`config.mk`:
```
export PLATFORM = sky130hd
export DESIGN_NAME = serial_subtractor
export DESIGN_NICKNAME = d
export VERILOG_FILES = /design/src/rtl/serial_subtractor.sv
export SDC_FILE = /design/constraint.sdc
export NUM_CORES = 1
export LEC_CHECK = 0
export CAP_MARGIN = 20
export CORE_UTILIZATION = 46
export DETAILED_ROUTE_END_ITERATION = 12
export GPL_TIMING_DRIVEN = 0
export PLACE_DENSITY = 0.74
export SYNTH_ARGS = -nofsm -noshare
export SYNTH_HDL_FRONTEND = slang
export SYNTH_SLANG_ARGS = --single-unit
```
`constraint.sdc`:
```
create_clock -name clk -period 1.35 [get_ports clk]
set_input_delay 0.27 -clock clk [delete_from_list [all_inputs] [get_ports clk]]
set_output_delay 0.27 -clock clk [all_outputs]
set_load 0.05 [all_outputs]
```
`src/rtl/serial_subtractor.sv`:
```
// serial_subtractor: bit-serial unsigned d = a - b, LSB first, one bit per clock over WIDTH cycles.
// Define SERIAL_SUB_OVERFLOW_EN to add the two's-complement overflow output ovf.
module serial_subtractor #(
  parameter int WIDTH = 4
) (
  input  logic             clk,
  input  logic             rst_n,
  input  logic             start,
  input  logic [WIDTH-1:0] a,
  input  logic [WIDTH-1:0] b,
  output logic             busy,
  output logic             done,
  output logic [WIDTH-1:0] d,
  output logic             bout
`ifdef SERIAL_SUB_OVERFLOW_EN
  ,
  output logic             ovf
`endif
);
  localparam int CW = WIDTH > 1 ? $clog2(WIDTH) : 1;
  typedef enum logic [1:0] {IDLE, RUN, DONE} state_t;
  state_t state, state_nx;
  logic [WIDTH-1:0] sa, sb, res, res_nx;
  logic [CW-1:0] cnt;
  logic br, dbit, nb, last, accept;
  always_ff @(posedge clk or negedge rst_n)
    if (!rst_n) state <= IDLE;
    else state <= state_nx;
  always_comb begin
    accept = start && (state == IDLE || state == DONE);
    last = cnt == CW'(WIDTH - 1);
    state_nx = accept ? RUN : state == RUN ? (last ? DONE : RUN) : IDLE;
  end
  always_comb begin
    busy = state == RUN;
    done = state == DONE;
  end
  // Diff bit enters at the MSB so that after WIDTH shifts bit i lands at position i.
  always_comb begin
    dbit = sa[0] ^ sb[0] ^ br;
    nb = (~sa[0] & sb[0]) | (~(sa[0] ^ sb[0]) & br);
    res_nx = WIDTH'({dbit, res} >> 1);
  end
  always_ff @(posedge clk or negedge rst_n)
    if (!rst_n) begin
      sa <= '0;
      sb <= '0;
      res <= '0;
      cnt <= '0;
      br <= 1'b0;
      d <= '0;
      bout <= 1'b0;
`ifdef SERIAL_SUB_OVERFLOW_EN
      ovf <= 1'b0;
`endif
    end else if (accept) begin
      sa <= a;
      sb <= b;
      res <= '0;
      cnt <= '0;
      br <= 1'b0;
    end else if (state == RUN) begin
      sa <= sa >> 1;
      sb <= sb >> 1;
      res <= res_nx;
      cnt <= cnt + 1'b1;
      br <= nb;
      if (last) begin
        d <= res_nx;
        bout <= nb;
`ifdef SERIAL_SUB_OVERFLOW_EN
        ovf <= br ^ nb;
`endif
      end
    end
endmodule

```
== After elaboration in Yosys (flattened, before gate mapping) ==
Index checks and enable logic that the tools add are counted.

* Bits in registers: 22
* Input bits: 11
* Output and inout bits: 7
* Word-level logic and storage cells: 38

* $add $sub $neg: 1
* Eq/ne operators: 3
* Multiplexer cells: 13
* Bitwise gates (word level): 8
* Reductions and logical operators: 5

{| class="wikitable"
|+ Operators with widths
! operator !! count
|-
| 4-bit 2-to-1 mux || 6
|-
| 2-bit 2-to-1 mux || 5
|-
| 2-bit equality test, second input constant || 2
|-
| 1-bit NOT || 3
|-
| 3-bit AND reduction || 1
|-
| 2-bit by 1-bit adder with 2-bit output, second input constant || 1
|-
| 1-bit bitwise AND || 2
|-
| 2-bit by 1-bit equality test with 1-bit output, second input constant || 1
|-
| 2-bit zero test || 1
|-
| 1-bit 2-to-1 mux || 2
|-
| 2-bit nonzero test || 1
|-
| 1-bit XOR || 2
|-
| 1-bit logical AND || 1
|-
| 1-bit logical OR || 1
|-
| 1-bit bitwise OR || 1
|}

== Logic depth before layout (Yosys ltp) ==
* Depth in word-level cells: 6
* Depth in mapped cells: 5
* Depth with buffers taken out: 4

== Least setup slack after synthesis ==
Ideal clock, no wire load.

* Kind: register -> output
* From: register state[1]
* To: output done
* Arrival: 1311 ps
* Data required time: 1080 ps
* Path slack: -231 ps
* Cell stages (with the launch flop): 4
* Path buffers: 2
* Path through: dfrtp_1 buf_6 buf_6 nor2b_1

* Longest elaborated chain between the ends: 1

{| class="wikitable"
|+ RTL lines
! element !! RTL line !! text
|-
| from (decl) || 22 || <nowiki>state_t state, state_nx;</nowiki>
|-
| from (signal assigned) || 28 || <nowiki>else state <= state_nx;</nowiki>
|-
| 2-bit equality test || 36 || <nowiki>done = state == DONE;</nowiki>
|-
| to (decl) || 12 || <nowiki>output logic done,</nowiki>
|}

Every way passes these cells.

== Final worst setup path ==
* From: register br
* To: register res[3]

* Longest elaborated chain between the ends: 3

{| class="wikitable"
|+ RTL lines
! element !! RTL line !! text
|-
| from (decl) || 25 || <nowiki>logic br, dbit, nb, last, accept;</nowiki>
|-
| from (signal assigned) || 67 || <nowiki>br <= nb;</nowiki>
|-
| 1-bit XOR || 40 || <nowiki>dbit = sa[0] ^ sb[0] ^ br;</nowiki>
|-
| net dbit || 25 ||
|-
| 4-bit 2-to-1 mux || 62 || <nowiki>end else if (state == RUN) begin</nowiki>
|-
| 4-bit 2-to-1 mux || 56 || <nowiki>end else if (accept) begin</nowiki>
|-
| to (signal assigned) || 65 || <nowiki>res <= res_nx;</nowiki>
|-
| to (decl) || 23 || <nowiki>logic [WIDTH-1:0] sa, sb, res, res_nx;</nowiki>
|}

The timed path passes the listed nets, and every way through them passes these cells. The select of a mux whose other input is x is not followed.
A chain may end at the register's enable or synchronous reset.

==> flow_summary.json <==
{
  "grt_max_degree": 22,
  "holdBufCountCts": 0,
  "place_hpwl_microns": 1310,
  "row_count": 16,
  "design_area_sq_um": 1330,
  "p_per_area_nw_per_um2": 2400,
  "fin_skew_ps": 1.37,
  "multiInputGateArea_sq_um": 478,
  "num_vias": 766,
  "async_reset_ff_share_pct": 100,
  "port_buffers": 17,
  "crit_required_ps": 1540,
  "final_cells": 139,
  "placed_area_sq_um": 1260,
  "ys.flop_type": "dfrtp_1",
  "synthTopCellsByArea": "dfrtp_1, mux2_2, mux2i_1, a22o_1, a211oi_1",
  "fin_crit_sh_pct": 110,
  "syn_avg_cell_area_sq_um": 12.1,
  "cp.arrival_ps": 1680,
  "clkSinkCount": 21,
  "wire_per_inst_microns": 14.2,
  "cp-start-kind": "flop",
  "start_util_pct": 50.9,
  "ys_top_cells_by_count": "dfrtp_1, mux2_2, mux2i_1",
  "dieWidth_microns": 49.8,
  "fillers": 161,
  "synth_most_common_cell": "dfrtp_1",
  "yosysSeqAreaShare_pct": 50.1,
  "path_max_fanout": 2,
  "ys_ff_latch": 21,
  "drv_slew": 0,
  "syn_nets": 100,
  "syn_inst": 87,
  "dieArea_sq_um": 2480,
  "cts_inserted_buffers": 3,
  "area_growth_pct": 26.7,
  "grt_use_total_pct": 18.8,
  "grt.overflow.total": 0,
  "max_freq_mhz": 671,
  "ff_latch_area_sq_um": 526,
  "grt_pass1_vias": 756,
  "violations": "negative setup slack",
  "hold_slack_ps": 489,
  "wl_microns": 1980,
  "ant_nets": 0,
  "grt_pass1_wl_microns": 3540,
  "drc": 0,
  "tightest_slew_ps": 943,
  "synth.distinct_cells": 26,
  "hold_class": "primary input to async pin",
  "ys_warn_count": 0,
  "viasPerCell": 5.51,
  "gp_congestion": 0.745,
  "antenna_found_initial": 0,
  "cts.clk_slew.worst_paths_ps": 110,
  "maxSlewHeadroom_pct": 37.0,
  "cts_tree": "done",
  "diodes": 0,
  "synth_largest_area_cell": "dfrtp_1",
  "drt-initial-drc-count": 5,
  "ios": 18,
  "final_nets": 126,
  "drv_cap": 0,
  "ir_drop_v": 0.00128,
  "dieHeight_microns": 49.8,
  "h-tree-depth": 1,
  "critPathKind": "flop to flop",
  "root_buffer": "clkbuf_4",
  "run_status": "finished, violations left",
  "clock_path_buffers": 2,
  "leakage_nw": 0.601,
  "finalSetupViolCount": 3,
  "syn_area_sq_um": 1050,
  "rsz0062_at_grt": "true",
  "yosysTopAreaCellShare_pct": 50.1,
  "end_kind": "flop",
  "dp_cells": 131,
  "placeableCoreArea_sq_um": 2060,
  "synth-edff-count": 0,
  "finalPower_w": 0.00319,
  "post-route-min-period_ps": 1490,
  "layout_setup_ws_ps": -140,
  "hold_viol": 0,
  "first_pass_iters": 4,
  "drive_gt1_share_pct": 33.0,
  "clk-insertion-delay-late_ps": 290
}
-- power by group --
part,internal [W],switching [W],total [W]
Sequential,0.000918,0.000197,0.00112
Combinational,0.000842,0.000941,0.00178
Clock,0.000115,0.000180,0.000295
-- cells by family after synthesis --
logic type	synth area share, %
AOI/OAI and AO/OA	15.0
DFF	50.1
muxes	15.6
and+or+nand+nor	9.06
buffers and inverters	6.32
adders and majority gates	3.10
xor gates and xnor gates	0.834
-- final timing paths --
check                                       from                 end  slack [ps]  cells after the start
max in group asynchronous                  rst_n  res[2]$_DFFE_PN0P_         290                      1
worst max-delay path              br$_DFFE_PN0P_  res[3]$_DFFE_PN0P_        -140                      4
worst max register to register    br$_DFFE_PN0P_  res[3]$_DFFE_PN0P_        -140                      4
worst min-delay path                       rst_n    d[1]$_DFFE_PN0P_         490                      1
min in group clk                bout$_DFFE_PN0P_    bout$_DFFE_PN0P_         500                      2
worst min register to register  bout$_DFFE_PN0P_    bout$_DFFE_PN0P_         500                      2
-- flip-flops by register name (all words and copies together) (netlist names) --
signal,cells
d,4
sa,4
sb,4
res,3
cnt,2
state,2
bout,1
br,1
-- stage by stage --
stage	TNS, ps	setup WS, ps	utilization [%]
after CTS	-337	-154	65.4
after global routing	-475	-176	64.5
after detailed placement	-5130	-486	60.9
final	-256	-140	64.5
after global placement	-4280	-488	60.9
after floorplan	-101	-101	-
-- placed cells by master, fill, tap and decap left out, types with 3 or more instances in the layout --
master,synthesis,layout
a211oi_1,5,5
a21oi_1,6,6
a22o_1,6,6
buf_2,2,4
buf_4,2,7
clkbuf_4,0,3
clkdlybuf4s15_2,0,3
clkdlybuf4s50_1,0,10
dfrtp_1,21,21
inv_2,1,4
mux2_2,7,7
mux2i_1,7,7
nor2b_1,5,4
o21ai_0,4,4
-- critical path, cell delays in order, from the launching register on --
cell and delay (ps):
dfrtp_1 380, inv_2 40, fa_1 480, mux2_4 280, a22o_1 210
-- layer usage --
| metal | up-vias | share of wire [%] | track usage [%] | routed length (microns) |
|---|---|---|---|---|
| li1 | 362 | - | - | - |
| met1 | 385 | 47 | 26.9 | 930 |
| met3 | 2 | 3.6 | 3.09 | 72 |
| met2 | 17 | 49 | 29.5 | 961 |
| met4 | 0 | 0.61 | 4.76 | 12 |
| met5 | - | 0 | 0 | 0 |
-- final cells by class --
type | instances | area share (%)
tap | 27 | 2.54
clock buffer | 4 | 1.98
buffer | 5 | 3.01
sequential | 21 | 39.5
inverter | 5 | 1.41
timing repair buffer | 22 | 15.6
multi-input combinational | 55 | 35.9
-- what timing repair did --
item	4_1_cts	5_1_grt
pin swaps	0	0
setup endpoints to repair	8	6
setup buffers	5	0
gates resized for setup	35	6
No activity file was read; power rests on OpenSTA's default activity.
